**config.mk**
```make
export PLATFORM = sky130hd
export DESIGN_NAME = lcd_text_driver
export DESIGN_NICKNAME = d
export VERILOG_FILES = /design/src/rtl/lcd_pkg.sv /design/src/rtl/lcd_cmd_fifo.sv /design/src/rtl/lcd_text_driver.sv
export SDC_FILE = /design/constraint.sdc
export NUM_CORES = 1
export LEC_CHECK = 0
export CAP_MARGIN = 20
export CORE_UTILIZATION = 62
export CTS_CLUSTER_DIAMETER = 60
export DETAILED_ROUTE_END_ITERATION = 10
export PLACE_DENSITY = 0.79
export SLEW_MARGIN = 20
export SYNTH_ARGS = -nofsm -noshare
export SYNTH_HDL_FRONTEND = slang
export SYNTH_SLANG_ARGS = --single-unit
export TNS_END_PERCENT = 1
```
**constraint.sdc**
```tcl
create_clock -name clk -period 9.2 [get_ports clk]
set_input_delay 1.84 -clock clk [delete_from_list [all_inputs] [get_ports clk]]
set_output_delay 1.84 -clock clk [all_outputs]
set_load 0.005 [all_outputs]
```
**src/rtl/lcd_pkg.sv**
```systemverilog
// lcd_pkg: shared state encoding, command bytes and power-up timing for the LCD text driver
package lcd_pkg;
  typedef enum logic [3:0] {
    PWR_WAIT, PWR_STROBE, CFG, IDLE, FETCH, SETUP, E_HI, E_LO,
    POLL_SETUP, POLL_E_HI, POLL_SAMPLE, POLL_E_LO, WRAP
  } lcd_state_t;
  localparam logic [7:0] CMD_FUNC  = 8'h3C;
  localparam logic [7:0] CMD_ENTRY = 8'h06;
  localparam logic [7:0] CMD_DISP  = 8'h0C;
  localparam logic [7:0] CMD_CLEAR = 8'h01;
  localparam logic [7:0] CMD_HOME  = 8'h02;
  localparam logic [7:0] CMD_DDRAM = 8'h80;
  localparam logic [7:0] ROW0_BASE = 8'h00;
  localparam logic [7:0] ROW1_BASE = 8'h40;
  localparam logic [13:0] PWR_WAIT0 = 14'd15000;
  localparam logic [13:0] PWR_WAIT1 = 14'd4500;
  localparam logic [13:0] PWR_WAIT2 = 14'd4500;
  localparam logic [13:0] PWR_WAIT3 = 14'd150;
  function automatic logic [13:0] pwr_wait(input logic [1:0] i);
    return i == 2'd0 ? PWR_WAIT0 : i == 2'd1 ? PWR_WAIT1 : i == 2'd2 ? PWR_WAIT2 : PWR_WAIT3;
  endfunction
  function automatic logic [7:0] cfg_cmd(input logic [1:0] i);
    return i == 2'd0 ? CMD_FUNC : i == 2'd1 ? CMD_ENTRY : i == 2'd2 ? CMD_DISP : CMD_CLEAR;
  endfunction
endpackage

```
**src/rtl/lcd_cmd_fifo.sv**
```systemverilog
// lcd_cmd_fifo: show-ahead FIFO with registered full/empty flags
module lcd_cmd_fifo #(
  parameter int DEPTH = 32,
  parameter int W = 9
) (
  input  logic         clk,
  input  logic         RST,
  input  logic         wr_en,
  input  logic [W-1:0] din,
  input  logic         rd_en,
  output logic [W-1:0] dout,
  output logic         full,
  output logic         empty
);
  localparam int AW = $clog2(DEPTH);
  logic [W-1:0] mem [DEPTH];
  logic [AW-1:0] wp, rp;
  logic [AW:0] cnt, cnt_n;
  logic push, pop;
  assign push = wr_en && !full;
  assign pop = rd_en && !empty;
  assign cnt_n = cnt + {{AW{1'b0}}, push} - {{AW{1'b0}}, pop};
  assign dout = mem[rp];
  always_ff @(posedge clk) if (push) mem[wp] <= din;
  always_ff @(posedge clk) begin
    if (RST) begin
      wp <= '0;
      rp <= '0;
      cnt <= '0;
      full <= 1'b0;
      empty <= 1'b1;
    end else begin
      if (push) wp <= wp + 1'b1;
      if (pop) rp <= rp + 1'b1;
      cnt <= cnt_n;
      full <= cnt_n == (AW+1)'(DEPTH);
      empty <= cnt_n == '0;
    end
  end
endmodule

```
**src/rtl/lcd_text_driver.sv**
```systemverilog
// lcd_text_driver: HD44780-style LCD writer with power-up init, busy polling and line wrap
module lcd_text_driver
  import lcd_pkg::*;
#(
  parameter int CLK_HZ = 50_000_000,
  parameter int FIFO_DEPTH = 32,
  parameter int COLS = 16,
  parameter int ROWS = 2,
  parameter int BUSY_TO_US = 2000
) (
  input  logic       clk,
  input  logic       RST,
  input  logic       WR_EN,
  input  logic [8:0] DATA_IN,
  input  logic       BF,
  output logic       FULL,
  output logic       EMPTY,
  output logic       READY,
  output logic       OVERFLOW,
  output logic       TIMEOUT,
  output logic       LCD_E,
  output logic       LCD_RS,
  output logic       LCD_RW,
  output logic [7:0] LCD_DB
);
  localparam int DIV = CLK_HZ / 1_000_000;
  localparam int DW = $clog2(DIV);
  localparam int BW = $clog2(BUSY_TO_US + 8);
  lcd_state_t state;
  logic [DW-1:0] div_cnt;
  logic [13:0] wcnt;
  logic [1:0] pidx, ph, cidx;
  logic [BW-1:0] btmr;
  logic bsy, wrap_pend, row, tick, rd_en;
  logic [5:0] col, col_inc, col_ld;
  logic [8:0] fifo_dout;
  assign tick = div_cnt == DW'(DIV - 1);
  assign rd_en = tick && state == FETCH;
  assign col_inc = col + 1'b1;
  assign col_ld = fifo_dout[5:0] > 6'(COLS - 1) ? 6'(COLS - 1) : fifo_dout[5:0];
  lcd_cmd_fifo #(.DEPTH(FIFO_DEPTH), .W(9)) u_fifo (
    .clk(clk),
    .RST(RST),
    .wr_en(WR_EN),
    .din(DATA_IN),
    .rd_en(rd_en),
    .dout(fifo_dout),
    .full(FULL),
    .empty(EMPTY)
  );
  always_ff @(posedge clk) begin
    if (RST) begin
      state <= PWR_WAIT;
      div_cnt <= '0;
      wcnt <= PWR_WAIT0 - 14'd1;
      pidx <= '0;
      ph <= '0;
      cidx <= '0;
      btmr <= '0;
      bsy <= 1'b0;
      wrap_pend <= 1'b0;
      row <= 1'b0;
      col <= '0;
      READY <= 1'b0;
      OVERFLOW <= 1'b0;
      TIMEOUT <= 1'b0;
      LCD_E <= 1'b0;
      LCD_RS <= 1'b0;
      LCD_RW <= 1'b0;
      LCD_DB <= '0;
    end else begin
      div_cnt <= tick ? '0 : div_cnt + 1'b1;
      if (WR_EN && FULL) OVERFLOW <= 1'b1;
      if (tick) begin
        if (state inside {POLL_SETUP, POLL_E_HI, POLL_SAMPLE, POLL_E_LO}) btmr <= btmr + 1'b1;
        case (state)
          PWR_WAIT:
            if (wcnt != '0) wcnt <= wcnt - 14'd1;
            else if (pidx == 2'd3) begin
              cidx <= '0;
              state <= CFG;
            end else begin
              LCD_DB <= CMD_FUNC;
              LCD_RS <= 1'b0;
              LCD_RW <= 1'b0;
              ph <= '0;
              state <= PWR_STROBE;
            end
          PWR_STROBE: begin
            ph <= ph + 1'b1;
            LCD_E <= ph == 2'd0;
            if (ph == 2'd2) begin
              ph <= '0;
              pidx <= pidx + 2'd1;
              wcnt <= pwr_wait(pidx + 2'd1) - 14'd1;
              state <= PWR_WAIT;
            end
          end
          CFG: begin
            LCD_DB <= cfg_cmd(cidx);
            LCD_RS <= 1'b0;
            LCD_RW <= 1'b0;
            state <= SETUP;
          end
          IDLE: if (READY && !EMPTY) state <= FETCH;
          FETCH: begin
            LCD_RS <= fifo_dout[8];
            LCD_RW <= 1'b0;
            LCD_DB <= fifo_dout[7:0];
            state <= SETUP;
            if (fifo_dout[8]) begin
              col <= col_inc;
              wrap_pend <= col_inc == 6'(COLS);
            end else if (fifo_dout[7]) begin
              row <= (ROWS > 1) && fifo_dout[6];
              col <= col_ld;
            end else if (fifo_dout[7:0] == CMD_CLEAR || fifo_dout[7:0] == CMD_HOME) begin
              row <= 1'b0;
              col <= '0;
            end
          end
          SETUP: begin
            LCD_E <= 1'b1;
            state <= E_HI;
          end
          E_HI: begin
            LCD_E <= 1'b0;
            state <= E_LO;
          end
          E_LO: begin
            LCD_RW <= 1'b1;
            LCD_RS <= 1'b0;
            btmr <= '0;
            state <= POLL_SETUP;
          end
          POLL_SETUP: begin
            LCD_E <= 1'b1;
            state <= POLL_E_HI;
          end
          POLL_E_HI: state <= POLL_SAMPLE;
          POLL_SAMPLE: begin
            bsy <= BF;
            LCD_E <= 1'b0;
            state <= POLL_E_LO;
          end
          POLL_E_LO:
            if (bsy && btmr < BW'(BUSY_TO_US)) begin
              LCD_E <= 1'b1;
              state <= POLL_E_HI;
            end else begin
              // a stuck busy flag is treated as ready so the queue keeps draining
              if (bsy) TIMEOUT <= 1'b1;
              LCD_RW <= 1'b0;
              if (!READY) begin
                if (cidx == 2'd3) READY <= 1'b1;
                else cidx <= cidx + 2'd1;
                state <= cidx == 2'd3 ? IDLE : CFG;
              end else state <= wrap_pend ? WRAP : IDLE;
            end
          WRAP: begin
            row <= (ROWS > 1) ? !row : 1'b0;
            col <= '0;
            wrap_pend <= 1'b0;
            LCD_RS <= 1'b0;
            LCD_RW <= 1'b0;
            LCD_DB <= CMD_DDRAM | (((ROWS > 1) && !row) ? ROW1_BASE : ROW0_BASE);
            state <= SETUP;
          end
          default: state <= PWR_WAIT;
        endcase
      end
    end
  end
endmodule

```
* Word-level counts from Yosys, hierarchy flattened
Memories as Yosys holds them, arrays and structs flattened. A register that Yosys moved wholly into a read port is not among the register bits. Index checks and enable logic that the tools add are counted.
Word-level totals: logic and storage cells 181, input port bits 13, memory bits (writable) 288, flip-flop bits (word level) 82, memories kept 1, output and inout bits 16
Operators by class: reduce and logical (&&, ||, !) cells 46, bitwise gates (word level) 1, add/subtract/negate cells 12, eq/ne operators 38, order comparisons 2, mux-type cells 58
Memory list:
- u_fifo.mem | depth 32, bits a word 9, read ports 1, clocked after memory_dff 1, write ports 1, RTL line lcd_cmd_fifo.sv:16 | logic [W-1:0] mem [DEPTH];
Operator list (number):
- $pmux W4 S11 | 1
- $mux W14 | 3
- $mux W4 | 8
- $pmux W8 S4 | 1
- $mux W6 | 5
- $pmux W14 S2 | 1
- $reduce_and A4 Y1 | 7
- $sub A14 B1 Y14 const B | 2
- $mux W13 | 2
- $mux W11 | 2
- $ne A2 B2 Y1 const B | 11
- $eq A4 B4 Y1 const B | 5
- $mux W2 | 9
- $eq A4 B3 Y1 const B | 4
- $mux W8 | 2
- $reduce_bool A4 Y1 | 4
- $reduce_and A3 Y1 | 5
- $reduce_bool A14 Y1 | 1
- $mux W1 | 13
- $add A6 B1 Y6 const B | 2
- $eq A6 B6 Y1 const B | 2
- $pmux W6 S2 | 1
- $add A11 B1 Y11 const B | 1
- $lt A11 B11 Y1 const B | 1
- 35 further kinds | 64

* Logic depth before layout (Yosys ltp)
Gate-level depths: netlist (run 1).
depth after elaboration 8, depth in mapped cells 17, mapped depth without buffers 17

* By module
Synthesis (run 1) repeated with hierarchy kept, for this count alone.
Unflattened totals: cell total of the unflattened synthesis 1174, area, all modules 16168.0 um^2
By module, submodules not included:
- lcd_cmd_fifo | seq. area each 9108.7 um^2, times used 1, cells an instance 685, area each 12305.6 um^2
- lcd_text_driver | seq. area each 1281.2 um^2, times used 1, cells an instance 489, area each 3862.5 um^2

* Least setup slack after synthesis (run 1)
No wires, ideal clock.
path type input to register, start point input port WR_EN, end point register u_fifo.full, path slack 5350 ps, cell stages on the path 12, library setup time 59 ps, required time 9141 ps, path buffers 1, data arrival time 3791 ps, cells stage by stage nor2b_1 -> buf_1 -> ha_1 -> inv_1 -> fa_1 -> inv_1 -> a21o_1 -> a21oi_1 -> xor2_1 -> nand2_1 -> nor4bb_1 -> and2_1
On the way: longest elaborated chain between the ends 4
RTL lines:
- from (decl) | RTL line lcd_text_driver.sv:13 | input logic WR_EN,
- $logic_and A1 B1 Y1 | RTL line lcd_cmd_fifo.sv:20 | assign push = wr_en && !full;
- via u_fifo.push | RTL line lcd_cmd_fifo.sv:19 | logic push, pop;
- $add A6 B1 Y6 | RTL line lcd_cmd_fifo.sv:22 | assign cnt_n = cnt + {{AW{1'b0}}, push} - {{AW{1'b0}}, pop};
- $sub A6 B1 Y6 | RTL line lcd_cmd_fifo.sv:22
- $eq A6 B6 Y1 | RTL line lcd_cmd_fifo.sv:36 | full <= cnt_n == (AW+1)'(DEPTH);
- to (signal assigned) | RTL line lcd_cmd_fifo.sv:36
- to (decl) | RTL line lcd_cmd_fifo.sv:12 | output logic full,
The timed path passes the listed nets, and every way through them passes these cells. A chain may end at the register's enable or synchronous reset.

* Final worst setup path (run 1)
start point input port WR_EN, end point register u_fifo.empty
On the way: longest elaborated chain between the ends 4
RTL lines:
- $logic_and A1 B1 Y1 | RTL line lcd_cmd_fifo.sv:20
- $add A6 B1 Y6 | RTL line lcd_cmd_fifo.sv:22
- $sub A6 B1 Y6 | RTL line lcd_cmd_fifo.sv:22
- $logic_not A6 Y1 | RTL line lcd_cmd_fifo.sv:37 | empty <= cnt_n == '0;
- to (signal assigned) | RTL line lcd_cmd_fifo.sv:31 | empty <= 1'b1;
- to (signal assigned) | RTL line lcd_cmd_fifo.sv:37
- to (decl) | RTL line lcd_cmd_fifo.sv:13 | output logic empty
No other way between the ends.

==> results of run 1 <==
cells in the mapped netlist, types with 9 or more instances:
cell and n:
xnor2_1 11, nand2_1 51, xor2_1 20, buf_2 11, nand4_1 9, mux2i_1 52, nor3_1 25, nand2b_1 13
mux4_2 56, ha_1 24, a221oi_1 13, o21ai_0 34, inv_1 24, nor4_1 9, dfxtp_1 87, nand3_1 16
edfxtp_1 288, mux4_1 12, clkbuf_1 30, a21oi_1 38, or3_1 11, nor2b_1 9, nor2_1 119
worst max-delay path: cells and delay by family:
| kind | cells | cell delay (ns) |
|---|---|---|
| XOR/XNOR | 1 | 0.19 |
| adder cells (fa/ha/maj) | 2 | 0.71 |
| AO/OA/AOI/OAI | 2 | 0.18 |
| buffers and inverters | 3 | 0.63 |
| AND/OR/NAND/NOR | 5 | 1.37 |
metal layers:
layer,routed length [µm],vias up,track usage (%)
li1,-,4202,-
met1,13800,4660,39.6
met5,0,-,0
met3,3250,66,4.29
met4,837,0,7.55
met2,16900,530,44.6
area by class of cell:
type / count / area [µm²] / share of cell area (%)
sequential: 375 / 10400 / 59.2
clock buffer: 50 / 1020 / 5.79
clock inverter: 15 / 156 / 0.891
timing repair buffer: 48 / 425 / 2.42
tap: 330 / 413 / 2.35
inverter: 25 / 93.8 / 0.534
multi-input combinational: 616 / 5060 / 28.8
worst paths after layout:
kind	slack, ns	end	startpoint	depth (start not counted)
worst max register to register	4.93	col[2]$_SDFFE_PP0P_	register	9
worst min register to register	0.47	TIMEOUT$_SDFFE_PP0P_	TIMEOUT$_SDFFE_PP0P_	2
worst max-delay path	4.75	u_fifo.empty$_SDFF_PP1_	WR_EN	13
worst min-delay path	0.47	TIMEOUT$_SDFFE_PP0P_	TIMEOUT$_SDFFE_PP0P_	2
power by group:
group | switching, W | total, W | internal [W] | leakage [nW]
clock network | 0.000615 | 0.00146 | 0.000841 | 0.575
logic | 0.000137 | 0.000221 | 0.0000843 | 1.77
registers | 0.0000184 | 0.00187 | 0.00186 | 3.30
cells by family (layout without fill, tap and decap cells):
| kind of cell | after synthesis | count (layout) | share of synthesized area [%] |
|---|---|---|---|
| xor gates and xnor gates | 31 | 31 | 1.72 |
| buffers and inverters | 77 | 138 | 2.13 |
| DFF | 375 | 375 | 65.8 |
| AOI/OAI and AO/OA | 143 | 143 | 5.96 |
| adders and majority gates | 25 | 25 | 2.03 |
| muxes | 123 | 123 | 13.5 |
| and+or+nand+nor | 294 | 294 | 8.85 |
state kept, by name (all words and copies together) (netlist names), 2 cells and up, named ones only:
register,cells
LCD_DB,8
btmr,11
cidx,2
col,6
div_cnt,6
ph,2
pidx,2
state,4
u_fifo.cnt,6
u_fifo.mem,288
u_fifo.rp,5
u_fifo.wp,5
wcnt,14
per-stage QoR:
step | setup WS [ns] | utilization, %
5_1_grt | 4.44 | 69.9
3_5_place_dp | 4.24 | 65.3
4_1_cts | 4.72 | 69.9
2_1_floorplan | 5.35 | -
6_report | 4.75 | 69.9
3_3_place_gp | 4.35 | 65.3
==> results by group, run 1 <==
GRT
  • First-pass GRT wire length: 53.6 mm
  • Vias in the first global route: 9145
  • Largest net degree at the start of global routing: 82
  • GRT Overall Usage: 27.6%
  • Gr ovfl total: 0
  • Initial antenna violation count: 0

STA
  • Slew Limit Headroom: 35.6%
  • Final hold slack: 0.467 ns
  • Hold Fails Final Rpt: 0
  • Least-Margin Pin Slew: 0.965 ns
  • RSZ-0062 raised after global routing: false
  • Fin. max-slew vios: 0
  • Worst Skew: 0.0201 ns
  • FMAX: 225 MHz
  • Period Utilization, post-route: 48.4%
  • Total negative slack: 0 ns
  • Final min period: 4.45 ns
  • Final setup viols: 0

Routing
  • Vias: 9458
  • Per-cell routed wire length: 23.9 µm
  • DRC violations left: 0
  • Initial DRT Pass Iterations: 6
  • Routed vias/inst: 6.48
  • 1st-iter DRT viols: 1311
  • Post-DRT Antenna Nets: 0
  • Final WL: 34.9 mm

CTS
  • H-tree depth: 2
  • CTS sink count: 375
  • Clk Latency, worst-skew pair: 0.52 ns
  • Num CTS Buffers: 38
  • CTS tree: done
  • CTS root buffer: clkbuf_16
  • CTS max path bufs: 3
  • Clk pin slew, worst setup/hold paths: 0.06 ns
  • Hold buffer count at cts: 0
  • Setup bufs post-CTS: 0
  • Post-CTS Resized: 0

Yosys
  • Syn Area/Cell: 14.8 µm²
  • Register area share after synthesis: 65.8%
  • Mapped cell area: 15800 µm²
  • Asr flop ratio synth: 0%
  • Mapped Nets: 1106
  • Post-synth top area share: 54.8%
  • Synth Register Bits: 375
  • Largest area contributor in the netlist: edfxtp_1
  • Cell variety after synth: 66
  • Post-synth top flop: edfxtp_1
  • Yosys warns: 0
  • Area contributors post-synth: edfxtp_1 (55%), dfxtp_1 (11%), mux4_2 (8.0%)
  • Mapped Cells: 1068
  • Post-synth EDFFs: 288

Cells and area
  • Share of layout cells above drive strength 1: 13.2%
  • Antenna cells: 0
  • Most frequent cells in the layout: edfxtp_1 (288), nor2_1 (119), dfxtp_1 (84)
  • Commonest non-fill, non-tap cell in the layout: edfxtp_1
  • Post-Layout Inst Area: 17600 µm²
  • Fillers: 1673
  • Cell Count, Final, Fillers Out: 1459
  • Final #Nets: 1142
  • Area growth syn-to-layout: 11.2%

Die
  • Top Ports: 29
  • Die width: 162 µm
  • Area of the core: 25100 µm²
  • DIE HEIGHT: 162 µm
  • Starting density of the core: 62.9%
  • Total Die Area: 26100 µm²
  • Num rows: 58

Place
  • RePlAce Congestion: 0.893
  • Port-buffer cells: 28
  • Placed inst area: 16400 µm²
  • Post-Place Cells: 1394
  • HPWL after DPL: 22.1 mm

Outcome
  • Status: completed

Worst setup path
  • CP Class: input pin to register
  • Arr. time, crit path: 4.91 ns
  • Critical-path cell list: clkdlybuf4s50_1, nor2b_1, ha_1, inv_1, fa_1, inv_1, a21o_1, a21oi_1, xor2_1, nand2_1, nor4bb_1, nor2_1, nor2_1
  • Critical path launch point type: input pin
  • Largest fanout on the critical path: 11
  • CP required: 9.66 ns
  • Slowest cell on the critical path: nor2b_1
  • Crit. End Element: register
  • Crit-path max cell delay: 0.77 ns

Hold path
  • Hold WC Path Type: register to register

Pwr
  • Peak VDD IR: 0.217 mV
  • Power per cell area: 202 nW/µm²
  • P_leak: 5.65 nW
  • Pwr Total: 0.00355 W

Run
  • Max Cap Viol: 0
Power figures use the tool's default switching activity.
==> inputs of run 2 (changes only) <==
==> constraint.sdc (replaced) <==
create_clock -name clk -period 4.5 [get_ports clk]
set_input_delay 0.9 -clock clk [delete_from_list [all_inputs] [get_ports clk]]
set_output_delay 0.9 -clock clk [all_outputs]
set_load 0.005 [all_outputs]
==> results by group, run 2 (synthesis gave the netlist of run 1 again) <==
Outcome
  • Status: completed (unchanged)

Routing
  • 1st-iter DRT viols: 1156 (was 1311)
  • Post-DRT Antenna Nets: 0 (unchanged)
  • Per-cell routed wire length: 24.8 µm (was 23.9 µm)
  • DRC violations left: 0 (unchanged)
  • Routed vias/inst: 6.52 (was 6.48)
  • Initial DRT Pass Iterations: 6 (unchanged)
  • Final WL: 37.1 mm (was 34.9 mm)
  • Vias: 9727 (was 9458)

GRT
  • Initial antenna violation count: 0 (unchanged)
  • Largest net degree at the start of global routing: 54 (was 82)
  • GRT Overall Usage: 28.9% (was 27.6%)
  • First-pass GRT wire length: 55.7 mm (was 53.6 mm)
  • Vias in the first global route: 9599 (was 9145)
  • Gr ovfl total: 0 (unchanged)

Cells and area
  • Multi-input gate area: 5060 µm² (unchanged)
  • Reg area: 10400 µm² (unchanged)
  • Area growth syn-to-layout: 13.2% (was 11.2%)
  • Largest regs: u_fifo.mem: 288 flops, wcnt: 14 flops, btmr: 11 flops (unchanged)
  • Final #Nets: 1170 (was 1142)
  • Max reg flops: 288 (unchanged)
  • Most frequent cells in the layout: edfxtp_1 (288), nor2_1 (119), dfxtp_1 (84) (unchanged)
  • Final Core Density: 71.2% (was 69.9%)
  • Share of layout cells above drive strength 1: 16.4% (was 13.2%)
  • Fillers: 1577 (was 1673)
  • Commonest non-fill, non-tap cell in the layout: edfxtp_1 (unchanged)
  • Top reg by flops: u_fifo.mem (unchanged)
  • Cell Count, Final, Fillers Out: 1493 (was 1459)

STA
  • Final hold slack: 0.467 ns (about the same)
  • Fin. max-slew vios: 0 (unchanged)
  • Final min period: 3.86 ns
  • FMAX: 259 MHz
  • Total negative slack: 0 ns (unchanged)
  • Worst Skew: 0.0225 ns (was 0.0201 ns)
  • Least-Margin Pin Slew: 1.13 ns (was 0.965 ns)
  • Period Utilization, post-route: 85.9%
  • Hold Fails Final Rpt: 0 (unchanged)
  • Slew Limit Headroom: 24.1% (was 35.6%)
  • RSZ-0062 raised after global routing: false (unchanged)
  • Final setup viols: 0 (unchanged)

Place
  • HPWL after DPL: 22.9 mm (was 22.1 mm)
  • RePlAce Congestion: 0.899 (was 0.893)
  • Post-Place Cells: 1422 (was 1394)
  • Port-buffer cells: 28 (unchanged)

Worst setup path
  • Critical path launch point type: register (was input pin)
  • CP required: 4.95 ns (was 9.66 ns)
  • Crit. End Element: register (unchanged)
  • Slowest cell on the critical path: dfxtp_2 (was nor2b_1)
  • Critical-path cell list: and2_1, a221oi_1, a221oi_1, a31oi_1, xnor2_1, o41a_1, or3_1, a21oi_1 (was clkdlybuf4s50_1, nor2b_1, ha_1, inv_1, fa_1, inv_1, a21o_1, a21oi_1, xor2_1, nand2_1, nor4bb_1, nor2_1, nor2_1)
  • CP Class: register to register (was input pin to register)
  • Top cell by count, worst path: a221oi_1
  • Largest fanout on the critical path: 19 (was 11)
  • Arr. time, crit path: 4.31 ns (was 4.91 ns)
  • Crit-path max cell delay: 0.77 ns (about the same)

CTS
  • CTS max path bufs: 3 (unchanged)
  • Hold buffer count at cts: 0 (unchanged)
  • Num CTS Buffers: 38 (unchanged)
  • CTS root buffer: clkbuf_16 (unchanged)
  • Clk pin slew, worst setup/hold paths: 0.06 ns (about the same)
  • H-tree depth: 2 (unchanged)
  • Post-CTS Resized: 0 (unchanged)
  • Setup bufs post-CTS: 0 (unchanged)
  • Clk Latency, worst-skew pair: 0.54 ns (was 0.52 ns)
  • CTS sink count: 375 (unchanged)
  • CTS tree: done (unchanged)

Pwr
  • Power per cell area: 423 nW/µm² (was 202 nW/µm²)
  • P_leak: 5.87 nW (was 5.65 nW)
  • Peak VDD IR: 0.418 mV (was 0.217 mV)
  • Switching Power: 0.00163 W (was 0.000771 W)
  • Comb pwr share: 5.8% (was 6.2%)
  • Clock share of power: 43.4% (was 41.0%)
  • Switching Share: 21.6% (was 21.7%)
  • Internal: 0.00592 W (was 0.00278 W)
  • Pwr Total: 0.00755 W (was 0.00355 W)
  • Sequential power share: 50.8% (was 52.8%)

Die
  • Num rows: 58 (unchanged)
  • Total Die Area: 26100 µm² (unchanged)
  • Die width: 162 µm (unchanged)
  • Starting density of the core: 62.9% (unchanged)
  • Top Ports: 29 (unchanged)
  • Area of the core: 25100 µm² (unchanged)
  • DIE HEIGHT: 162 µm (unchanged)

Hold path
  • Hold WC Path Type: register to register (unchanged)

Run
  • Max Cap Viol: 0 (unchanged)
-- run 2: cell type report --
type	instances	share of cell area (%)
Antenna cell	1	0.0140
Inverter	25	0.525
Clock inverter	26	1.65
Sequential cell	375	58.2
Timing Repair Buffer	76	3.39
Multi-Input combinational cell	616	28.3
Tap cell	330	2.31
Clock buffer	44	5.62
-- run 2: worst paths after layout --
path	depth (start not counted)	slack [ns]	startpoint	to
max reg2reg	8	0.64	register	col[2]$_SDFFE_PP0P_
max	8	0.64	register	col[2]$_SDFFE_PP0P_
min reg2reg	2	0.47	OVERFLOW$_SDFFE_PP0P_	OVERFLOW$_SDFFE_PP0P_
min	2	0.47	OVERFLOW$_SDFFE_PP0P_	OVERFLOW$_SDFFE_PP0P_
-- run 2: per-stage QoR --
stage,worst slack [ns],area [µm²]
2_1_floorplan,1.20,15800
3_3_place_gp,0.861,16600
3_5_place_dp,0.769,16600
4_1_cts,0.706,17900
5_1_grt,0.523,17900
6_report,0.636,17900
-- run 2: metal layers --
metal / global-route usage [%] / wire, µm / up-vias
met5: 0 / 0 / -
met3: 5.16 / 2790 / 102
met1: 38.4 / 14600 / 4860
met2: 47.3 / 18000 / 521
met4: 12.7 / 1680 / 0
li1: - / - / 4244
-- run 2: power groups by stage --
stage               clock network, W  logic [W]  registers [W]
finish                       0.00328   0.000439        0.00383
global route                 0.00343   0.000480        0.00384
CTS                          0.00330   0.000438        0.00384
detailed placement                 0   0.000434        0.00391
global placement                   0   0.000415        0.00391
floorplan                          0   0.000281        0.00389
-- run 2: worst max-delay path, delay by kind of cell, from the launching register on --
kind | cells | cell delay (ns)
AOI/OAI and AO/OA | 5 | 1.71
and+or+nand+nor | 2 | 1.07
DFF | 1 | 0.77
xor gates and xnor gates | 1 | 0.20
==> inputs of run 3 (changes only) <==
--- a/config.mk
+++ b/config.mk
@@ -5,7 +5,6 @@
 export SDC_FILE = /design/constraint.sdc
 export NUM_CORES = 1
 export LEC_CHECK = 0
-export CAP_MARGIN = 20
 export CORE_UTILIZATION = 62
 export CTS_CLUSTER_DIAMETER = 60
 export DETAILED_ROUTE_END_ITERATION = 10
@@ -13,5 +12,6 @@
 export SLEW_MARGIN = 20
 export SYNTH_ARGS = -nofsm -noshare
 export SYNTH_HDL_FRONTEND = slang
+export SYNTH_HIERARCHICAL = 1
 export SYNTH_SLANG_ARGS = --single-unit
 export TNS_END_PERCENT = 1
==> results by group, run 3 <==
Die
  • Num rows: 58 (unchanged)
  • Die width: 163 µm (was 162 µm)
  • Area of the core: 25400 µm² (was 25100 µm²)
  • DIE HEIGHT: 163 µm (was 162 µm)
  • Total Die Area: 26700 µm² (was 26100 µm²)
  • Starting density of the core: 63.7% (was 62.9%)
  • Top Ports: 29 (unchanged)

CTS
  • H-tree depth: 2 (unchanged)
  • Clk pin slew, worst setup/hold paths: 0.06 ns (about the same)
  • Post-CTS Resized: 0 (unchanged)
  • Setup bufs post-CTS: 0 (unchanged)
  • CTS tree: done (unchanged)
  • Clk Latency, worst-skew pair: 0.55 ns (was 0.54 ns)
  • Hold buffer count at cts: 0 (unchanged)
  • CTS root buffer: clkbuf_16 (unchanged)
  • CTS sink count: 375 (unchanged)
  • CTS max path bufs: 3 (unchanged)
  • Num CTS Buffers: 39 (was 38)

STA
  • Least-Margin Pin Slew: 1.07 ns (was 1.13 ns)
  • Slew Limit Headroom: 28.2% (was 24.1%)
  • Hold Fails Final Rpt: 0 (unchanged)
  • RSZ-0062 raised after global routing: false (unchanged)
  • Setup ws final: 0.654 ns (was 0.636 ns)
  • Total negative slack: 0 ns (unchanged)
  • Final setup viols: 0 (unchanged)
  • Fin. max-slew vios: 0 (unchanged)
  • Worst Skew: 0.0213 ns (was 0.0225 ns)
  • Final min period: 3.85 ns (was 3.86 ns)
  • FMAX: 260 MHz (was 259 MHz)
  • Period Utilization, post-route: 85.5% (was 85.9%)

GRT
  • Largest net degree at the start of global routing: 61 (was 54)
  • Gr ovfl total: 0 (unchanged)
  • GR Layer Usage met2: 43.3% (was 47.3%)
  • Initial antenna violation count: 0 (unchanged)
  • GRT Overall Usage: 27.4% (was 28.9%)
  • Gr busiest metal: met2 (unchanged)
  • Met1 Use GR: 39.2% (was 38.4%)
  • First-pass GRT wire length: 55.5 mm (was 55.7 mm)
  • Met3 Usage GRT: 4.24% (was 5.16%)
  • Vias in the first global route: 9839 (was 9599)

Routing
  • Vias: 10249 (was 9727)
  • DRC violations left: 0 (unchanged)
  • Final WL: 35.6 mm (was 37.1 mm)
  • Routed vias/inst: 6.57 (was 6.52)
  • 1st-iter DRT viols: 1119 (was 1156)
  • Per-cell routed wire length: 22.8 µm (was 24.8 µm)
  • Post-DRT Antenna Nets: 0 (unchanged)
  • Initial DRT Pass Iterations: 6 (unchanged)

Worst setup path
  • Crit. End Element: register (unchanged)
  • Crit-path max cell delay: 0.83 ns (was 0.77 ns)
  • Critical register-to-register path endpoint: col[4]$_SDFFE_PP0P_ (was col[2]$_SDFFE_PP0P_)
  • CP Class: register to register (unchanged)
  • Worst R2R Path Depth: 11 (was 8)
  • Arr. time, crit path: 4.23 ns (was 4.31 ns)
  • Critical path launch point type: register (unchanged)
  • Reg2reg setup slack: 0.65 ns (was 0.64 ns)
  • Largest fanout on the critical path: 46 (was 19)
  • CP required: 4.88 ns (was 4.95 ns)
  • Critical-path cell list: buf_4, nor2b_1, a211oi_1, a2111oi_0, a31oi_1, nand3_1, or4_1, o311ai_0, o21ai_1, a32oi_1, nor2_1 (was and2_1, a221oi_1, a221oi_1, a31oi_1, xnor2_1, o41a_1, or3_1, a21oi_1)
  • Slowest cell on the critical path: dfxtp_4 (was dfxtp_2)

Hold path
  • Hold WC Path Type: register to register (unchanged)
  • WHS Endpoint: LCD_E$_SDFFE_PP0P_ (was OVERFLOW$_SDFFE_PP0P_)
  • Hold Path Origin: LCD_E$_SDFFE_PP0P_ (was OVERFLOW$_SDFFE_PP0P_)
  • Hold Path Stages: 2 (unchanged)

Yosys
  • Area contributors post-synth: edfxtp_1 (53%), dfxtp_1 (11%), mux4_2 (4.7%) (was edfxtp_1 (55%), dfxtp_1 (11%), mux4_2 (8.0%))
  • Register area share after synthesis: 64.3% (was 65.8%)
  • Largest area contributor in the netlist: edfxtp_1 (unchanged)
  • Syn Area/Cell: 13.8 µm² (was 14.8 µm²)
  • Synth top cells by count: edfxtp_1 (288), nor2_1 (93), dfxtp_1 (87), mux2i_1 (71), nand2_1 (62) (was edfxtp_1 (288), nor2_1 (119), dfxtp_1 (87), mux4_2 (56), mux2i_1 (52))
  • Asr flop ratio synth: 0% (unchanged)
  • Mapped Nets: 1211 (was 1106)
  • Cell variety after synth: 81 (was 66)
  • Yosys warns: 6 (was 0)
  • Mapped Cells: 1174 (was 1068)
  • Post-synth top area share: 53.5% (was 54.8%)
  • Count leader, synth: edfxtp_1 (unchanged)
  • Mapped cell area: 16200 µm² (was 15800 µm²)
  • Post-synth EDFFs: 288 (unchanged)
  • Post-synth top flop: edfxtp_1 (unchanged)
  • Synth Register Bits: 375 (unchanged)

Pwr
  • Pwr Total: 0.00743 W (was 0.00755 W)
  • P_leak: 5.72 nW (was 5.87 nW)
  • Power per cell area: 413 nW/µm² (was 423 nW/µm²)
  • Peak VDD IR: 0.397 mV (was 0.418 mV)

Cells and area
  • Largest regs: u_fifo/mem: 288 flops, wcnt: 14 flops, btmr: 11 flops (was u_fifo.mem: 288 flops, wcnt: 14 flops, btmr: 11 flops)
  • Max reg flops: 288 (unchanged)
  • Share of layout cells above drive strength 1: 11.7% (was 16.4%)
  • Antenna cells: 0 (was 1)
  • Area growth syn-to-layout: 11.2% (was 13.2%)
  • Fillers: 1617 (was 1577)
  • Cell Count, Final, Fillers Out: 1561 (was 1493)
  • Most frequent cells in the layout: edfxtp_1 (288), nor2_1 (93), dfxtp_1 (85) (was edfxtp_1 (288), nor2_1 (119), dfxtp_1 (84))
  • Commonest non-fill, non-tap cell in the layout: edfxtp_1 (unchanged)
  • Final Core Density: 70.8% (was 71.2%)
  • Top reg by flops: u_fifo/mem (was u_fifo.mem)
  • Final #Nets: 1239 (was 1170)

Run
  • Max Cap Viol: 0 (unchanged)

Place
  • DP Worst Slack: 0.747 ns (was 0.769 ns)
  • HPWL after DPL: 22.8 mm (was 22.9 mm)
  • RePlAce Congestion: 0.958 (was 0.899)
  • Post-Place Cells: 1491 (was 1422)
  • Port-buffer cells: 28 (unchanged)

Outcome
  • Status: completed (unchanged)
## run 3: cell types whose count changed after synthesis, moves of 12 or more
cell and change:
a211oi_1 +14, a22oi_1 +20, mux2i_1 +19, mux4_2 -22
nand3_1 +21, nor2_1 -26, nor2b_1 +12
## run 3: routing by layer
layer	wire (µm)	vias to the layer above
met5	0	-
met4	882	0
met1	14700	5092
met3	2970	82
li1	-	4600
met2	17000	475
## run 3: final cells by class
cell class / instances / area, µm² / area share [%]
clock inverter: 22 / 223 / 1.24
clock buffer: 48 / 1030 / 5.73
sequential: 375 / 10400 / 57.8
timing repair buffer: 55 / 483 / 2.69
multi-input combinational: 710 / 5360 / 29.8
tap: 330 / 413 / 2.30
inverter: 21 / 78.8 / 0.438
## run 3: how the worst max path moves through the flow
stage                     slack [ns]             startpoint                    end  cells after the start
final                           0.65               register    col[4]$_SDFFE_PP0P_                     11
after global routing            0.35               register    col[2]$_SDFFE_PP0P_                     11
after CTS                       0.70               register    col[2]$_SDFFE_PP0P_                     10
after detailed placement        0.75               register    col[2]$_SDFFE_PP0P_                     11
after global placement          0.88               register    col[0]$_SDFFE_PP0P_                     11
after floorplan                 0.75  state[0]$_SDFFE_PP0P_  wcnt[12]$_SDFFE_PP1P_                     10
## run 3: kinds of logic (layout without fill, tap and decap cells)
logic type      count (synthesis)  in the layout  share of synthesized area (%)
compound gates                213            213                           9.19
xor+xnor                       34             34                           1.84
fa+ha+maj                      24             24                           1.90
buf+inv                        89            146                           2.74
flops                         375            375                           64.3
mux                           110            110                           9.67
simple gates                  329            329                           10.4
## run 3: worst max-delay path: cells and delay by family (launching register included)
kind                   cells  cell delay [ns]
AOI/OAI and AO/OA          6             1.49
and+or+nand+nor            4             0.97
DFF                        1             0.83
buffers and inverters      1             0.36
## run 3: through the flow
stage          cell area [µm²]  hold slack (ns)
6_report                 18000            0.467
2_1_floorplan            16200            0.427
3_3_place_gp             16700            0.449
4_1_cts                  18000            0.471
3_5_place_dp             16700            0.462
5_1_grt                  18000            0.485
## run 3: power breakdown
group          internal [W]  switching (W)  total (W)
Combinational      0.000175       0.000292   0.000467
Clock               0.00181        0.00131    0.00312
Sequential          0.00380      0.0000424    0.00384
Total               0.00579        0.00164    0.00743
